## src/rtl/data_mem_arbiter.sv

```systemverilog
// Round-robin sequencer that shares the single-ported data memory between the core
// data port (m0) and the loader/DMA port (m1), with core stall and acknowledge timeout.
module data_mem_arbiter #(
  parameter int DATA_WIDTH = 32,
  parameter int ADDR_WIDTH = 32,
  parameter int TIMEOUT    = 255
) (
  input  logic                  clk,
  input  logic                  rst,
  input  logic                  m0_rd,
  input  logic                  m0_wr,
  input  logic [ADDR_WIDTH-1:0] m0_addr,
  input  logic [DATA_WIDTH-1:0] m0_wdata,
  output logic [DATA_WIDTH-1:0] m0_rdata,
  output logic                  m0_stall,
  output logic                  m0_err,
  input  logic                  m1_req,
  input  logic                  m1_we,
  input  logic [ADDR_WIDTH-1:0] m1_addr,
  input  logic [DATA_WIDTH-1:0] m1_wdata,
  output logic                  m1_gnt,
  output logic [DATA_WIDTH-1:0] m1_rdata,
  output logic                  m1_done,
  output logic                  m1_err,
  output logic                  mem_req,
  output logic                  mem_we,
  output logic [ADDR_WIDTH-1:0] mem_addr,
  output logic [DATA_WIDTH-1:0] mem_wdata,
  input  logic [DATA_WIDTH-1:0] mem_rdata,
  input  logic                  mem_ack
);

  typedef enum logic [2:0] {IDLE, BUSY0, DONE0, BUSY1, DONE1} state_t;

  localparam logic [7:0] TO_LAST = 8'(TIMEOUT - 1);

  state_t                r_state;
  logic                  r_last_gnt;
  logic [7:0]            r_cnt;
  logic                  r_mem_req;
  logic                  r_mem_we;
  logic [ADDR_WIDTH-1:0] r_mem_addr;
  logic [DATA_WIDTH-1:0] r_mem_wdata;
  logic [DATA_WIDTH-1:0] r_m0_rdata;
  logic [DATA_WIDTH-1:0] r_m1_rdata;
  logic                  r_m0_err;
  logic                  r_m1_err;
  logic                  r_m1_gnt;
  logic                  r_m1_done;

  logic w_req0;
  logic w_req1;
  logic w_pick1;
  logic w_busy1;
  logic w_finish;

  assign w_req0   = m0_rd | m0_wr;
  assign w_req1   = m1_req;
  // On a tie the master that did not win the previous transfer is granted.
  assign w_pick1  = w_req1 & (~w_req0 | ~r_last_gnt);
  assign w_busy1  = (r_state == BUSY1);
  // An acknowledge in the final allowed cycle counts as a normal completion.
  assign w_finish = mem_ack | (r_cnt == TO_LAST);

  // NOTE: all state updates use non-blocking assignments so every register samples
  // the pre-edge values and the block order cannot change behaviour.
  always_ff @(posedge clk or negedge rst) begin
    if (!rst) begin
      r_state     <= IDLE;
      r_last_gnt  <= 1'b1;
      r_cnt       <= '0;
      r_mem_req   <= 1'b0;
      r_mem_we    <= 1'b0;
      r_mem_addr  <= '0;
      r_mem_wdata <= '0;
      r_m0_rdata  <= '0;
      r_m1_rdata  <= '0;
      r_m0_err    <= 1'b0;
      r_m1_err    <= 1'b0;
      r_m1_gnt    <= 1'b0;
      r_m1_done   <= 1'b0;
    end else begin
      r_m1_done <= 1'b0;
      case (r_state)
        IDLE: begin
          if (w_req0 | w_req1) begin
            r_mem_req <= 1'b1;
            r_cnt     <= '0;
            if (w_pick1) begin
              r_state     <= BUSY1;
              r_m1_gnt    <= 1'b1;
              r_mem_we    <= m1_we;
              r_mem_addr  <= m1_addr;
              r_mem_wdata <= m1_wdata;
            end else begin
              r_state     <= BUSY0;
              r_mem_we    <= m0_wr;
              r_mem_addr  <= m0_addr;
              r_mem_wdata <= m0_wdata;
            end
          end
        end
        BUSY0, BUSY1: begin
          if (w_finish) begin
            r_mem_req  <= 1'b0;
            r_m1_gnt   <= 1'b0;
            r_last_gnt <= w_busy1;
            r_m1_done  <= w_busy1;
            r_state    <= w_busy1 ? DONE1 : DONE0;
            if (w_busy1) begin
              r_m1_err <= ~mem_ack;
              if (!mem_ack)      r_m1_rdata <= '0;
              else if (!r_mem_we) r_m1_rdata <= mem_rdata;
            end else begin
              r_m0_err <= ~mem_ack;
              if (!mem_ack)      r_m0_rdata <= '0;
              else if (!r_mem_we) r_m0_rdata <= mem_rdata;
            end
          end else begin
            r_cnt <= r_cnt + 8'd1;
          end
        end
        default: r_state <= IDLE;
      endcase
    end
  end

  assign m0_stall  = w_req0 & (r_state != DONE0);
  assign m0_rdata  = r_m0_rdata;
  assign m0_err    = r_m0_err;
  assign m1_gnt    = r_m1_gnt;
  assign m1_rdata  = r_m1_rdata;
  assign m1_done   = r_m1_done;
  assign m1_err    = r_m1_err;
  assign mem_req   = r_mem_req;
  assign mem_we    = r_mem_we;
  assign mem_addr  = r_mem_addr;
  assign mem_wdata = r_mem_wdata;

endmodule

```

## config.mk

```make
export PLATFORM = sky130hd
export DESIGN_NAME = data_mem_arbiter
export DESIGN_NICKNAME = d
export VERILOG_FILES = /design/src/rtl/data_mem_arbiter.sv
export SDC_FILE = /design/constraint.sdc
export NUM_CORES = 1
export LEC_CHECK = 0
export CORE_MARGIN = 2
export CORE_UTILIZATION = 41
export CTS_CLUSTER_SIZE = 12
export DETAILED_ROUTE_END_ITERATION = 6
export PLACE_DENSITY = 0.87
export SLEW_MARGIN = 0
export SYNTH_ARGS = -nofsm -noshare
export SYNTH_HDL_FRONTEND = slang
export SYNTH_SLANG_ARGS = --single-unit
```

## constraint.sdc

```tcl
create_clock -name clk -period 2 [get_ports clk]
set_clock_uncertainty 0.2 [all_clocks]
set_input_delay 0.2 -clock clk [delete_from_list [all_inputs] [get_ports clk]]
set_output_delay 0.2 -clock clk [all_outputs]
set_load 0.1 [all_outputs]
```

# Yosys cells after proc, flatten, opt, wreduce, memory -nomap -nowiden
# Index checks and enable logic that the tools add are counted.
dict set report totals {
  out_inout_bits 135
  in_bits 167
  register_bits 146
  word_cells 67
}
dict set report op_classes {
  muxes 21
  n_reduce_logical 13
  bitwise_logic 10
  n_addsub 1
  n_eq_ne 9
}
# cell count
set ops {}
lappend ops {{two-way mux 32 bit} 4}
lappend ops {{two-way mux 8 bit} 2}
lappend ops {{one-hot mux 8 bit (2 select lines)} 1}
lappend ops {{AND reduction 3 bit} 4}
lappend ops {{AND reduction 4 bit} 3}
lappend ops {{!= test 2 bit, second input constant} 5}
lappend ops {{two-way mux 3 bit} 3}
lappend ops {{adder 8 x 1 -> 8 bit, second input constant} 1}
lappend ops {{== test 8 bit, second input constant} 1}
lappend ops {{two-way mux 1 bit} 7}
lappend ops {{one-hot mux 3 bit (2 select lines)} 1}
lappend ops {{AND reduction 2 bit} 3}
lappend ops {{NOT 1 bit} 4}
lappend ops {{OR 1 bit} 4}
lappend ops {{one-hot mux 1 bit (2 select lines)} 2}
lappend ops {{== test 3 x 1 -> 1 bit, second input constant} 1}
lappend ops {{== test 3 x 2 -> 1 bit, second input constant} 1}
lappend ops {{logical NOT 3 bit} 1}
lappend ops {{!= test 3 x 2 -> 1 bit, second input constant} 1}
lappend ops {{AND 1 bit} 2}
lappend ops {{two-way mux 2 bit} 1}
lappend ops {{nonzero test 2 bit} 1}
lappend ops {{OR reduction 2 bit} 1}

# Depth between registers and ports, before layout
dict set report depth {
  depth_word 7
  ltp_mapped 7
  depth_no_buf 7
}

# Worst setup path before layout
# Ideal clock, no wire load.
dict set report synth_path {
  path_kind {register to register}
  start {register r_mem_we, in the netlist mem_we}
  end {register r_m0_rdata[10], in the netlist m0_rdata[10]}
  setup_slack_ns -0.037
  synth_period_minus_slack_ns 2.037
  path_stages_with_launch 5
  required_ns 1.677
  path_buffers 2
  arrival_time_ns 1.714
  setup_ns 0.123
  cell_sequence {dfrtp_1 nor2_1 buf_4 clkbuf_1 a32o_1}
}
dict set report synth_via {
  elab_chain_len 2
}
# element line_no
set synth_rtl {}
lappend synth_rtl {{from (decl)} 41} ;# logic r_mem_we;
lappend synth_rtl {{from (signal assigned)} 92} ;# r_mem_we <= m1_we;
lappend synth_rtl {{from (signal assigned)} 97} ;# r_mem_we <= m0_wr;
lappend synth_rtl {{!= test 2 bit (no source line)} -}
lappend synth_rtl {{AND reduction 4 bit (no source line)} -}
lappend synth_rtl {{to (signal assigned)} 117} ;# else if (!r_mem_we) r_m0_rdata <= mem_rdata;
lappend synth_rtl {{to (decl)} 44} ;# logic [DATA_WIDTH-1:0] r_m0_rdata;
# No other way between the ends.
# A chain may end at the register's enable or synchronous reset.

# Worst setup path after layout
dict set report layout_path {
  start {register r_cnt[0]}
  end {register r_cnt[4]}
}
dict set report layout_via {
  elab_chain_len 4
  word_cells_on_any_way 7
  classes_between {add/sub (1); eq/ne (2); mux (2); bitwise (1); reduce/logical (1)}
}
# element line_no
set layout_rtl {}
lappend layout_rtl {{from (decl)} 39} ;# logic [7:0] r_cnt;
lappend layout_rtl {{from (signal assigned)} 120} ;# r_cnt <= r_cnt + 8'd1;
lappend layout_rtl {{parallel branches: the longest is 4 deep, another holds adder 8 x 1 -> 8 bit} -}
# Parallel ways; which one is timed is not known. The select of a mux whose other input is x is not followed.

==> metrics.md <==
| Metric | Value |
|---|---|
| Most used flip-flop cell after synthesis | dfrtp_1 |
| Antenna Nets Post-Route | 0 |
| Synth top cells by count | 145 x dfrtp_1, 72 x o21ai_1, 70 x nand2_1 |
| Synth warn | 0 |
| Final-report max-slew violation count | 0 |
| CP required | roughly 2.1 ns |
| Syn nets | between 600 and 700 |
| Full die area | between 15000 and 20000 um2 |
| Most area-hungry cell type in the Yosys netlist | dfrtp_1 |
| Final setup vio count | 0 |
| Nets | 1004 |
| Routability cong. | 0.836 |
| CP arrival | between 2 and 2.5 ns |
| Root buffer cell | clkbuf_16 |
| Number of synthesized register bits | ~150 |
| CP startpoint kind | flop |
| R2r endpoint | r_cnt[4]$_DFFE_PN0P_ |
| Dpl hpwl | 13900 um |
| Die height | about 130 um |
| Outcome | finished, final reports clean |
| Endpoints failing hold | 0 |
| Largest net degree at the start of global routing | between 60 and 70 |
| Worst r2r path cells | 7 |
| Area after DPL | a little over 9000 um2 |
| Clk sink count | between 100 and 150 |
| Post-synthesis cell area | 6200 um2 |
| Distinct cells, synth | 40 |
| CP Max Fanout | 4 |
| Final Util | between 60 and 70% |
| Worst-path cell chain | inv_1 > ha_2 > and3_2 > a21boi_4 > buf_4 > and3_1 > a211o_1 |
| Sequential cell area | ~3700 um2 |
| Max frequency | about 0.52 GHz |
| Max-cap check violation count | 0 |
| Post-route cell area | 9960 um2 |
| CP endpoint kind | flop |
| Core area | roughly 15000 um2 |
| Initial Util | a little over two fifths |
| Headroom to the max-slew limit | between 60 and 70% |
| Setup tns final | 0 ns |
| Post-synth EDFFs | 0 |
| Hold_ws | ~0.12 ns |
| Share of layout cells above drive strength 1 | 26.4% |
| Final min period | roughly 1.9 ns |
| Routed WL per cell | 17.7 um |
| Inserted Diodes | 0 |
| Gr ovfl total | 0 |
| Slowest cell on crit path | dfrtp_1 |
| Vias after detailed routing | 5387 |
| Sequential fraction of the synthesis area | between 50% and 60% |
| GRT Util Overall | a little under a quarter |
| Area occupied by multi-input gates | between 2000 and 2500 um2 |
| Post-synth top area share | about three fifths |
| H-tree levels | 4 |
| Die width | 127 um |
| Clock Pin Slew Worst Setup and Hold Paths | about 0.060 ns |
| Hold crit path type | in2async |
| Clk Latency, worst-skew pair | 0.41 ns |
| PortBufs | around 300 |
| Mapped Cells | between 500 and 600 |
| Flop-to-flop setup slack | approximately 0.066 ns |
| Vias per inst | around 5.2 |
| Max incr delay on CP | about 0.40 ns |
| Fillers | around 1100 |
| # DRC | 0 |
| CTS buffer count | 17 |
| Mean Syn Cell Area | 11.9 um2 |
| Syn-to-layout area delta | 60.5% |
| Largest cells by area after synthesis | dfrtp_1 58%, mux2i_1 10%, a32o_1 10% |
| Fin crit share | 96.7% |
| CTS max path bufs | 2 |
| Antenna violations before repair | 0 |
| Actual slew at the worst max-slew pin | between 0.4 and 0.5 ns |
| Worst r2r src | r_cnt[0]$_DFFE_PN0P_ |
| Post-synth ARST share | between 90% and 100% |
| Violation count after the first detailed-route iteration | between 200 and 300 |
| CTS tree | built |
| Cell row count | 44 |
| Worst Setup Path Type | reg2reg |
| Vias in the first global route | about 5800 |
| Routed WL | 18300 um |
| First-pass GRT wire length | just under 30000 um |
| Initial DRT Pass Iterations | 7 |
| Most numerous cell in the Yosys netlist | dfrtp_1 |
| Ports | just over 300 |
-- flip-flops by register name (all words and copies together), names as in the netlist, 3 cells and up --
signal / cells
m0_rdata: 32
mem_wdata: 32
r_cnt: 8
m1_rdata: 32
mem_addr: 32
r_state: 3
-- worst max-delay path: cells and delay by family (launching register included) --
family | cells | cell delay [ns]
simple gates | 2 | 0.40
fa+ha+maj | 1 | 0.20
compound gates | 2 | 0.35
buf+inv | 2 | 0.26
flops | 1 | 0.40
-- per-stage QoR --
stage | std cells | setup WS, ns
6_report | 1032 | 0.0663
5_1_grt | 1032 | -0.0204
4_1_cts | 1032 | 0.0399
3_5_place_dp | 999 | 0.00741
3_3_place_gp | 999 | 0.0760
2_1_floorplan | 521 | 0.238
-- cell families (layout without fill, tap and decap cells) --
logic type               after synthesis  in the layout  synth area share (%)
AND/OR/NAND/NOR                      103            103                  7.46
flip-flops                           146            146                  58.9
multiplexers                          66             66                  10.7
adder cells (fa/ha/maj)                2              2                 0.403
XOR/XNOR                               1              1                 0.141
buffers and inverters                 48            375                  3.69
AO/OA/AOI/OAI                        155            155                  18.7
-- worst max path at each step --
stage,from,endpoint,slack (ns),cells past startpoint
2_1_floorplan,r_cnt[0]$_DFFE_PN0P_,r_cnt[7]$_DFFE_PN0P_,0.24,6
3_3_place_gp,m0_wr,mem_wdata[7]$_DFFE_PN0P_,0.08,6
3_5_place_dp,m0_rd,mem_wdata[23]$_DFFE_PN0P_,0.007,6
4_1_cts,r_cnt[0]$_DFFE_PN0P_,r_cnt[3]$_DFFE_PN0P_,0.04,6
5_1_grt,r_cnt[0]$_DFFE_PN0P_,m0_rdata[24]$_DFFE_PN0P_,-0.02,7
6_report,r_cnt[0]$_DFFE_PN0P_,r_cnt[4]$_DFFE_PN0P_,0.07,7
-- cells in the final DEF (no fill, tap or decap), types with 2 or more instances in the layout --
cell and n:
nor3_1 5, o32a_1 2, o21ai_1 69, clkinv_2 4, buf_4 158, dfrtp_1 144
clkinv_4 3, nor2b_1 2, inv_1 3, nand2_1 69, a31oi_1 2, mux2i_1 65
o21ai_0 3, clkdlybuf4s50_1 165, buf_12 12, bufinv_16 2, and3_1 4, inv_2 3
clkinvlp_4 2, nor2_1 6, inv_6 4, a32o_1 64, clkbuf_16 17, o21ai_2 3
a21oi_1 2, a211o_1 2, nand3_1 4
-- repair_timing --
| item | in CTS | in global routing |
|---|---|---|
| hold buffers | 1 | 0 |
| resized for setup | 0 | 5 |
| endpoints found under the hold margin | 146 | 0 |
| setup endpoints to repair | 0 | 14 |
| setup buffers | 0 | 0 |
-- layout make-up --
class / count / share of cell area (%)
repair buffers: 337 / 31.1
clock buffers: 17 / 4.27
flip-flops and latches: 146 / 36.7
multi-input cells: 327 / 23.8
well taps: 184 / 2.31
clock inverters: 15 / 1.57
inverters: 6 / 0.226
-- per-layer routing --
layer	GRT usage [%]	vias to the layer above	wire (um)
met3	5.40	14	1140
met4	6.98	0	213
li1	-	2572	-
met1	26.7	2589	6960
met5	0	-	0
met2	42.1	212	9990
Power is not shown: default switching activity piles up to over one toggle a cycle in this logic, so the estimate is an artifact.
